[src/rtl/mem_bus_arbiter.sv]
// Round-robin arbiter sharing one external memory bus between the CPU core and the
// debug/loader port: one transaction at a time, fixed wait states, one-cycle ack per transaction.
module mem_bus_arbiter #(
    parameter int ADDR_WIDTH  = 16,
    parameter int DATA_WIDTH  = 8,
    parameter int WAIT_CYCLES = 2,
    parameter int WAIT_WIDTH  = 3
) (
    input  logic                  clk,
    input  logic                  reset,
    input  logic                  cpu_req,
    input  logic                  cpu_we,
    input  logic [ADDR_WIDTH-1:0] cpu_addr,
    input  logic [DATA_WIDTH-1:0] cpu_wdata,
    output logic [DATA_WIDTH-1:0] cpu_rdata,
    output logic                  cpu_ack,
    output logic                  cpu_stall,
    input  logic                  dbg_req,
    input  logic                  dbg_we,
    input  logic [ADDR_WIDTH-1:0] dbg_addr,
    input  logic [DATA_WIDTH-1:0] dbg_wdata,
    output logic [DATA_WIDTH-1:0] dbg_rdata,
    output logic                  dbg_ack,
    output logic [ADDR_WIDTH-1:0] mem_addr,
    output logic [DATA_WIDTH-1:0] mem_wdata,
    output logic                  mem_we,
    output logic                  mem_oe,
    input  logic [DATA_WIDTH-1:0] mem_rdata,
    output logic                  busy
);

    typedef enum logic [1:0] {
        IDLE   = 2'd0,
        ACCESS = 2'd1,
        DONE   = 2'd2
    } stateT;

    stateT                 stateReg, stateNext;
    // Owner of the current (or most recent) transaction; doubles as last_grant.
    logic                  grantDbgReg, grantDbgNext;
    logic                  loadTxn;
    logic                  captureRead;
    logic                  weReg;
    logic [ADDR_WIDTH-1:0] addrReg;
    logic [DATA_WIDTH-1:0] wdataReg;
    logic [WAIT_WIDTH-1:0] waitCntReg;
    logic [1:0]            capturePort;
    logic [DATA_WIDTH-1:0] portRdata [2];

    always_ff @(posedge clk or posedge reset) begin
        if (reset) begin
            stateReg    <= IDLE;
            grantDbgReg <= 1'b1;
        end else begin
            stateReg    <= stateNext;
            grantDbgReg <= grantDbgNext;
        end
    end

    always_comb begin
        stateNext    = stateReg;
        grantDbgNext = grantDbgReg;
        loadTxn      = 1'b0;
        captureRead  = 1'b0;
        case (stateReg)
            IDLE: begin
                if (cpu_req || dbg_req) begin
                    // On a tie the port that did not win last time gets the bus.
                    grantDbgNext = dbg_req && (!cpu_req || !grantDbgReg);
                    loadTxn      = 1'b1;
                    stateNext    = ACCESS;
                end
            end
            ACCESS: begin
                if (waitCntReg == '0) begin
                    captureRead = !weReg;
                    stateNext   = DONE;
                end
            end
            DONE:    stateNext = IDLE;
            default: stateNext = IDLE;
        endcase
    end

    always_ff @(posedge clk or posedge reset) begin
        if (reset) begin
            weReg      <= 1'b0;
            addrReg    <= '0;
            wdataReg   <= '0;
            waitCntReg <= '0;
        end else if (loadTxn) begin
            weReg      <= grantDbgNext ? dbg_we    : cpu_we;
            addrReg    <= grantDbgNext ? dbg_addr  : cpu_addr;
            wdataReg   <= grantDbgNext ? dbg_wdata : cpu_wdata;
            waitCntReg <= WAIT_WIDTH'(WAIT_CYCLES);
        end else if (stateReg == ACCESS && waitCntReg != '0) begin
            waitCntReg <= waitCntReg - 1'b1;
        end
    end

    // Port 0 is the CPU, port 1 the debug port; each keeps its own read-data register.
    assign capturePort = {captureRead & grantDbgReg, captureRead & ~grantDbgReg};

    for (genvar gi = 0; gi < 2; gi++) begin : gPort
        logic [DATA_WIDTH-1:0] rdataReg;

        always_ff @(posedge clk or posedge reset) begin
            if (reset) begin
                rdataReg <= '0;
            end else if (capturePort[gi]) begin
                rdataReg <= mem_rdata;
            end
        end

        assign portRdata[gi] = rdataReg;
    end

    assign cpu_rdata = portRdata[0];
    assign dbg_rdata = portRdata[1];

    assign busy      = (stateReg != IDLE);
    assign mem_we    = (stateReg == ACCESS) && weReg;
    assign mem_oe    = (stateReg == ACCESS) && !weReg;
    assign mem_addr  = addrReg;
    assign mem_wdata = wdataReg;
    assign cpu_ack   = (stateReg == DONE) && !grantDbgReg;
    assign dbg_ack   = (stateReg == DONE) && grantDbgReg;
    assign cpu_stall = cpu_req && !cpu_ack;

endmodule
[config.mk]
export PLATFORM = sky130hd
export DESIGN_NAME = mem_bus_arbiter
export DESIGN_NICKNAME = d
export VERILOG_FILES = /design/src/rtl/mem_bus_arbiter.sv
export SDC_FILE = /design/constraint.sdc
export NUM_CORES = 1
export LEC_CHECK = 0
export CORE_MARGIN = 2
export CORE_UTILIZATION = 40
export CTS_CLUSTER_SIZE = 8
export DETAILED_ROUTE_END_ITERATION = 10
export HOLD_SLACK_MARGIN = 0.03
export PLACE_DENSITY = 0.76
export SYNTH_ARGS = -nofsm -noshare
export SYNTH_HDL_FRONTEND = slang
export SYNTH_SLANG_ARGS = --single-unit
[constraint.sdc]
create_clock -name clk -period 2.05 [get_ports clk]
set_clock_uncertainty 0.15 [all_clocks]
set_input_delay 0.41 -clock clk [delete_from_list [all_inputs] [get_ports clk]]
set_output_delay 0.41 -clock clk [all_outputs]
set_load 0.005 [all_outputs]
==> results of run 1 <==
## how the worst min path moves through the flow
stage / slack (ps) / from / endpoint / cells past startpoint
2_1_floorplan: 350 / waitCntReg[1] / waitCntReg[1] / 2
3_3_place_gp: 340 / cpu_rdata[7] / cpu_rdata[7] / 1
3_5_place_dp: 340 / dbg_rdata[3] / dbg_rdata[3] / 1
4_1_cts: 270 / reset / waitCntReg[0] / 2
5_1_grt: 280 / reset / waitCntReg[0] / 2
6_report: 260 / reset / mem_wdata[7] / 2
## power breakdown
| group | switching, uW | internal (uW) |
|---|---|---|
| registers | 296 | 1410 |
| logic | 1470 | 1880 |
| clock network | 302 | 240 |
## critical path, delay by kind of cell, from the launching register on
| family | cells | cell delay [ps] |
|---|---|---|
| and+or+nand+nor | 1 | 240 |
| DFF | 1 | 470 |
| buffers and inverters | 1 | 540 |
## routing by layer
metal	wire (um)	share of wire [%]	global-route usage (%)	vias up
met1	3190	43	26.4	1149
met3	478	6.5	4.92	8
met5	0	0	0	-
met2	3650	50	34.6	104
met4	51	0.69	4.18	0
li1	-	-	-	1113
## per-stage QoR
stage	std cells	setup slack, ps	hold slack [ps]	TNS (ps)	utilization (%)
final	423	-50.9	264	-59.0	63.7
after global routing	423	-126	282	-187	63.7
after CTS	418	-87.3	273	-239	62.3
after floorplan	227	182	353	0	-
after global placement	406	-13.1	338	-32.6	60.3
after detailed placement	406	-65.4	343	-622	60.3
## sequential cells by signal, indices dropped and copies added (netlist names)
signal / cells
mem_addr: 16
waitCntReg: 3
stateReg: 2
dbg_rdata: 8
cpu_rdata: 8
grantDbgReg: 1
mem_wdata: 8
weReg: 1
## cell usage after synthesis
cell	n	area share (%)
inv_2	1	0.14
buf_1	1	0.14
o21ai_0	5	0.97
o211ai_2	19	9.2
nand4bb_1	1	0.44
or4_1	2	0.58
ha_1	2	0.97
or3_1	1	0.24
nand2b_1	1	0.24
nor2_1	2	0.29
buf_4	2	0.58
a21oi_1	27	5.2
a31oi_1	25	6.0
nor2b_1	2	0.48
nand2_1	1	0.14
buf_2	8	1.5
mux2_2	8	3.5
o211ai_1	31	9.0
dfrtp_1	46	45
buf_6	7	3.0
or2_2	1	0.24
dfstp_2	1	1.0
nand3b_4	1	0.77
nor3b_1	3	0.87
or4b_4	1	0.53
inv_1	6	0.87
and2_1	1	0.24
mux2_4	8	4.6
nor3b_2	2	0.97
nor4_4	1	0.82
o311ai_0	1	0.34
clkbuf_1	8	1.2
nor2_2	1	0.24
## what timing repair did
action	in CTS	in global routing
buffers inserted	4	4
pin swaps	1	3
endpoints found under the setup margin	6	20
resized for setup	10	6
gates cloned	0	2
## cells in the final DEF (no fill, tap or decap), types with 8 or more instances in the layout
cell type and n:
o211ai_2 19, o211ai_1 31, a21oi_1 27, clkdlybuf4s50_1 102, a31oi_1 25, mux2_2 8
mux2_4 8, buf_4 21, dfrtp_1 43
## area by class of cell
| class | count | area share [%] |
|---|---|---|
| Inverter | 7 | 0.653 |
| Clock inverter | 1 | 0.124 |
| Tap cell | 77 | 2.40 |
| Timing Repair Buffer | 137 | 34.7 |
| Clock buffer | 7 | 1.90 |
| Multi-Input combinational cell | 147 | 30.9 |
| Sequential cell | 47 | 29.4 |
## cells by family (layout without fill, tap and decap cells)
group                    after synthesis  in the layout
adder cells (fa/ha/maj)                2              2
AND/OR/NAND/NOR                       21             21
flip-flops                            47             47
multiplexers                          16             16
AO/OA/AOI/OAI                        108            108
buffers and inverters                 33            152
==> impl_metrics.py, run 1 <==
metrics = {
    "run_status": {
        "status": "finished with violations",
        "violations": "negative setup slack",
    },
    "setup_path": {
        "critPathSlowestCell": "clkdlybuf4s50_1",
        "rr_endpoint": "dbg_rdata[1]",
        "critPathMaxStageDelay_ps": 540,
        "critPathCaptureType": "output pin",
        "cp-endpoint": "cpu_ack",
        "reg2reg_slack_ps": 50,
        "reg2reg_from": "grantDbgReg",
        "worstSetupStartpointType": "register",
        "r2r_cells": 5,
        "criticalPathCategory": "reg -> out",
        "worstPathArrival_ps": 1540,
        "crit_fanout": 6,
        "crit_chain": "nor3b_4 -> clkdlybuf4s50_1",
        "critPathRequiredTime_ps": 1490,
        "startpoint": "stateReg[0]",
    },
    "floorplanning": {
        "die_w_um": 84.4,
        "initial_core_util_pct": 41.0,
        "dieArea_sq_um": 7130,
        "row_count": 29,
        "io_pins": 108,
        "die_height_um": 84.4,
        "coreArea_sq_um": 6310,
    },
    "drt": {
        "ant_nets": 0,
        "dr_total_vias": 2374,
        "drt-total-wl_um": 7360,
        "post_drt_wl_per_cell_um": 17.4,
        "via_per_inst": 5.61,
        "first_iter_violations": 67,
        "drc": 0,
        "firstDrtPassIters": 4,
    },
    "final_layout": {
        "fillers": 517,
        "design_area_sq_um": 4020,
        "antenna_cells": 0,
        "multi_input_area_sq_um": 1240,
        "drive_gt1_share_pct": 24.9,
        "register_area_sq_um": 1180,
        "fin_nets": 409,
        "syn_to_final_growth_pct": 55.5,
    },
    "logic_synthesis": {
        "ys_warn_count": 0,
        "ys_seq_area_share_pct": 45.5,
        "synth-simple-area-share_pct": 7.11,
        "synth_top_family_by_area": "compound AO/OA/AOI/OAI gates",
        "synthCells": 227,
        "synthAdderAreaFrac_pct": 0.968,
        "synth_compound_area_share_pct": 30.8,
        "synth_xor_area_share_pct": 0,
        "synth-seq-cells": 47,
        "yosys-mux-area-fraction_pct": 8.13,
        "synth_fp_nets": 291,
        "ys_types": 33,
        "avgSynthCellArea_sq_um": 11.4,
        "netlist_area_sq_um": 2590,
    },
    "global_route": {
        "grt_usage_pct": 20.3,
        "grt_max_degree": 28,
        "grt.overflow.total": 0,
        "antenna_found_initial": 0,
        "grt_pass1_vias": 2308,
        "grt_pass1_wl_um": 11600,
    },
    "clocking": {
        "tritoncts": "built",
        "cts_buffers": 5,
        "hold_buffers": 0,
        "clockBufferDepth": 2,
        "cts_max_level": 2,
        "cts-root-buf": "clkbuf_8",
        "clk_latency_ps": 300,
        "clock-sinks": 47,
        "path_clk_slew_ps": 90,
    },
    "placement": {
        "place_area_sq_um": 3810,
        "place_hpwl_um": 5020,
        "io_buffer_count": 107,
        "gp_congestion": 0.760,
    },
    "sta": {
        "worstMarginPinSlew_ps": 391,
        "period_minus_slack_ps": 2100,
        "relSlewSlack_pct": 73.9,
        "hold_violations": 0,
        "grt_setup_unrepaired": "yes",
        "period_share_pct": 102,
        "setup_viol": 2,
        "fmax_ghz": 0.476,
        "fin_ws_ps": -50.9,
        "maxSlewViolCount": 0,
    },
    "power_and_ir_drop": {
        "p_leak_uw": 0.00162,
        "finalPower_uw": 5600,
        "max-vdd-ir-drop_mv": 0.732,
        "cellPowerDensity_nw_per_um2": 1390,
    },
    "job": {
        "drv_cap": 0,
    },
    "worst_hold_path": {
        "holdCritPathClass": "in -> async",
    },
}
Note: power is estimated with default switching activity, not from simulation.
==> inputs of run 2 (changes only) <==
SKIP_CTS_REPAIR_TIMING = 1   (was not set)
==> run 2 against run 1 <==
  * The run still ends with negative setup slack left
  * Global-route usage down 0.58 points
  * Register-to-register slack worse by 20 ps
  * Clock-buffer cell count unchanged
  * Critical path depth unchanged
  * Power down 2.2%
  * Sequential power about the same
  * Routed wire length down 3.5%
  * Largest cell class unchanged
==> impl_metrics.py, run 2 (synthesized netlist as in run 1, its figures left out) <==
metrics = {
    "run_status": {
        "status": "finished with violations",
        "violations": "negative setup slack",
    },
    "floorplanning": {
        "die_height_um": 84.4,
        "io_pins": 108,
        "initial_core_util_pct": 41.0,
        "coreArea_sq_um": 6310,
        "die_w_um": 84.4,
        "dieArea_sq_um": 7130,
        "row_count": 29,
    },
    "worst_hold_path": {
        "holdCritPathClass": "in -> async",
    },
    "sta": {
        "hold_violations": 0,
        "fmax_ghz": 0.476,
        "worstMarginPinSlew_ps": 393,
        "period_share_pct": 102,
        "grt_setup_unrepaired": "yes",
        "setup_viol": 1,
        "period_minus_slack_ps": 2100,
        "relSlewSlack_pct": 73.7,
        "fin_ws_ps": -49.9,
        "maxSlewViolCount": 0,
    },
    "clocking": {
        "path_clk_slew_ps": 90,
        "tritoncts": "built",
        "cts_buffers": 5,
        "clock-sinks": 47,
        "cts_max_level": 2,
        "clockBufferDepth": 2,
        "clk_latency_ps": 300,
        "cts-root-buf": "clkbuf_8",
    },
    "global_route": {
        "grt_pass1_wl_um": 11300,
        "grt_max_degree": 28,
        "grt_pass1_vias": 2269,
        "grt.overflow.total": 0,
        "grt_usage_pct": 19.7,
        "antenna_found_initial": 0,
    },
    "setup_path": {
        "cp_top_family": "buffers and inverters",
        "cp_num_buf_inv": 1,
        "worstSetupStartpointType": "register",
        "worstPathArrival_ps": 1540,
        "critPathRequiredTime_ps": 1490,
        "criticalPathCategory": "reg -> out",
        "crit_chain": "nor3b_4 -> clkdlybuf4s50_1",
        "critPathCaptureType": "output pin",
        "critPathMaxStageDelay_ps": 530,
        "crit_fanout": 6,
        "critPathSlowestCell": "clkdlybuf4s50_1",
    },
    "drt": {
        "drt-total-wl_um": 7110,
        "firstDrtPassIters": 6,
        "drc": 0,
        "first_iter_violations": 75,
        "dr_total_vias": 2344,
        "ant_nets": 0,
        "post_drt_wl_per_cell_um": 17.0,
        "via_per_inst": 5.59,
    },
    "final_layout": {
        "syn_to_final_growth_pct": 53.0,
        "final_cells": 419,
        "antenna_cells": 0,
        "fin_nets": 405,
        "final_common_cell": "clkdlybuf4s50_1",
        "design_area_sq_um": 3960,
        "fillers": 528,
        "final_cell_mix": "clkdlybuf4s50_1, dfrtp_1, o211ai_1",
        "drive_gt1_share_pct": 23.7,
        "largest_reg_flops": 16,
    },
    "placement": {
        "place_area_sq_um": 3810,
        "io_buffer_count": 107,
        "gp_congestion": 0.760,
        "place_hpwl_um": 5020,
        "dpl.cell_count": 406,
    },
    "power_and_ir_drop": {
        "cellPowerDensity_nw_per_um2": 1380,
        "max-vdd-ir-drop_mv": 0.758,
        "p_leak_uw": 0.00162,
    },
    "job": {
        "drv_cap": 0,
    },
}
## run 2: cell count changes in the layout (fill, tap and decap cells not counted)
cell             before  now
clkbuf_16             2    0
clkdlybuf4s15_1       1    0
buf_6                 3    1
dfrtp_1              43   44
dlymetal6s2s_1        2    5
dfrtp_2               3    2
dlygate4sd2_1         2    0
## run 2: report_power, final
group	internal (uW)	switching, uW	total, uW
clock	240	300	540
combinational	1800	1410	3210
sequential	1410	314	1720
total	3450	2020	5480
## run 2: final timing paths
check	start	to	slack, ps	cells after the start
max in group asynchronous	reset	cpu_rdata[6]	930	3
worst min-delay path	reset	mem_wdata[7]	270	2
worst min register to register	cpu_rdata[3]	cpu_rdata[3]	360	1
worst max-delay path	stateReg[0]	cpu_ack	-50	2
min in group clk	cpu_rdata[3]	cpu_rdata[3]	360	1
worst max register to register	grantDbgReg	dbg_rdata[1]	30	5
## run 2: worst reg2reg max path: stages (launching register included)
cell and delay, ps:
dfstp_2 600, buf_4 140, inv_2 60, or4_1 490, buf_6 170, mux2_4 300
## run 2: stage by stage
| step | TNS (ps) | power [uW] | worst slack, ps | hold WS [ps] | utilization [%] |
|---|---|---|---|---|---|
| after floorplan | 0 | 3410 | 182 | 353 | - |
| after global placement | -32.6 | 4800 | -13.1 | 338 | 60.3 |
| after detailed placement | -622 | 4890 | -65.4 | 343 | 60.3 |
| after CTS | -1110 | 5440 | -284 | 273 | 61.6 |
| after global routing | -320 | 5860 | -112 | 282 | 62.7 |
| final | -49.9 | 5480 | -49.9 | 266 | 62.7 |
## run 2: layout make-up
class	count	area, sq um	share of cell area, %
multi-input cells	147	1240	31.4
repair buffers	133	1330	33.7
clock buffers	7	76.3	1.93
well taps	77	96.3	2.43
inverters	7	26.3	0.664
clock inverters	1	5.00	0.126
flip-flops and latches	47	1180	29.8
## run 2: metal layers
| metal | track usage (%) | wire length (um) |
|---|---|---|
| met1 | 26.1 | 3060 |
| met4 | 4.18 | 42 |
| met5 | 0 | 0 |
| met3 | 4.72 | 479 |
| met2 | 33.1 | 3530 |
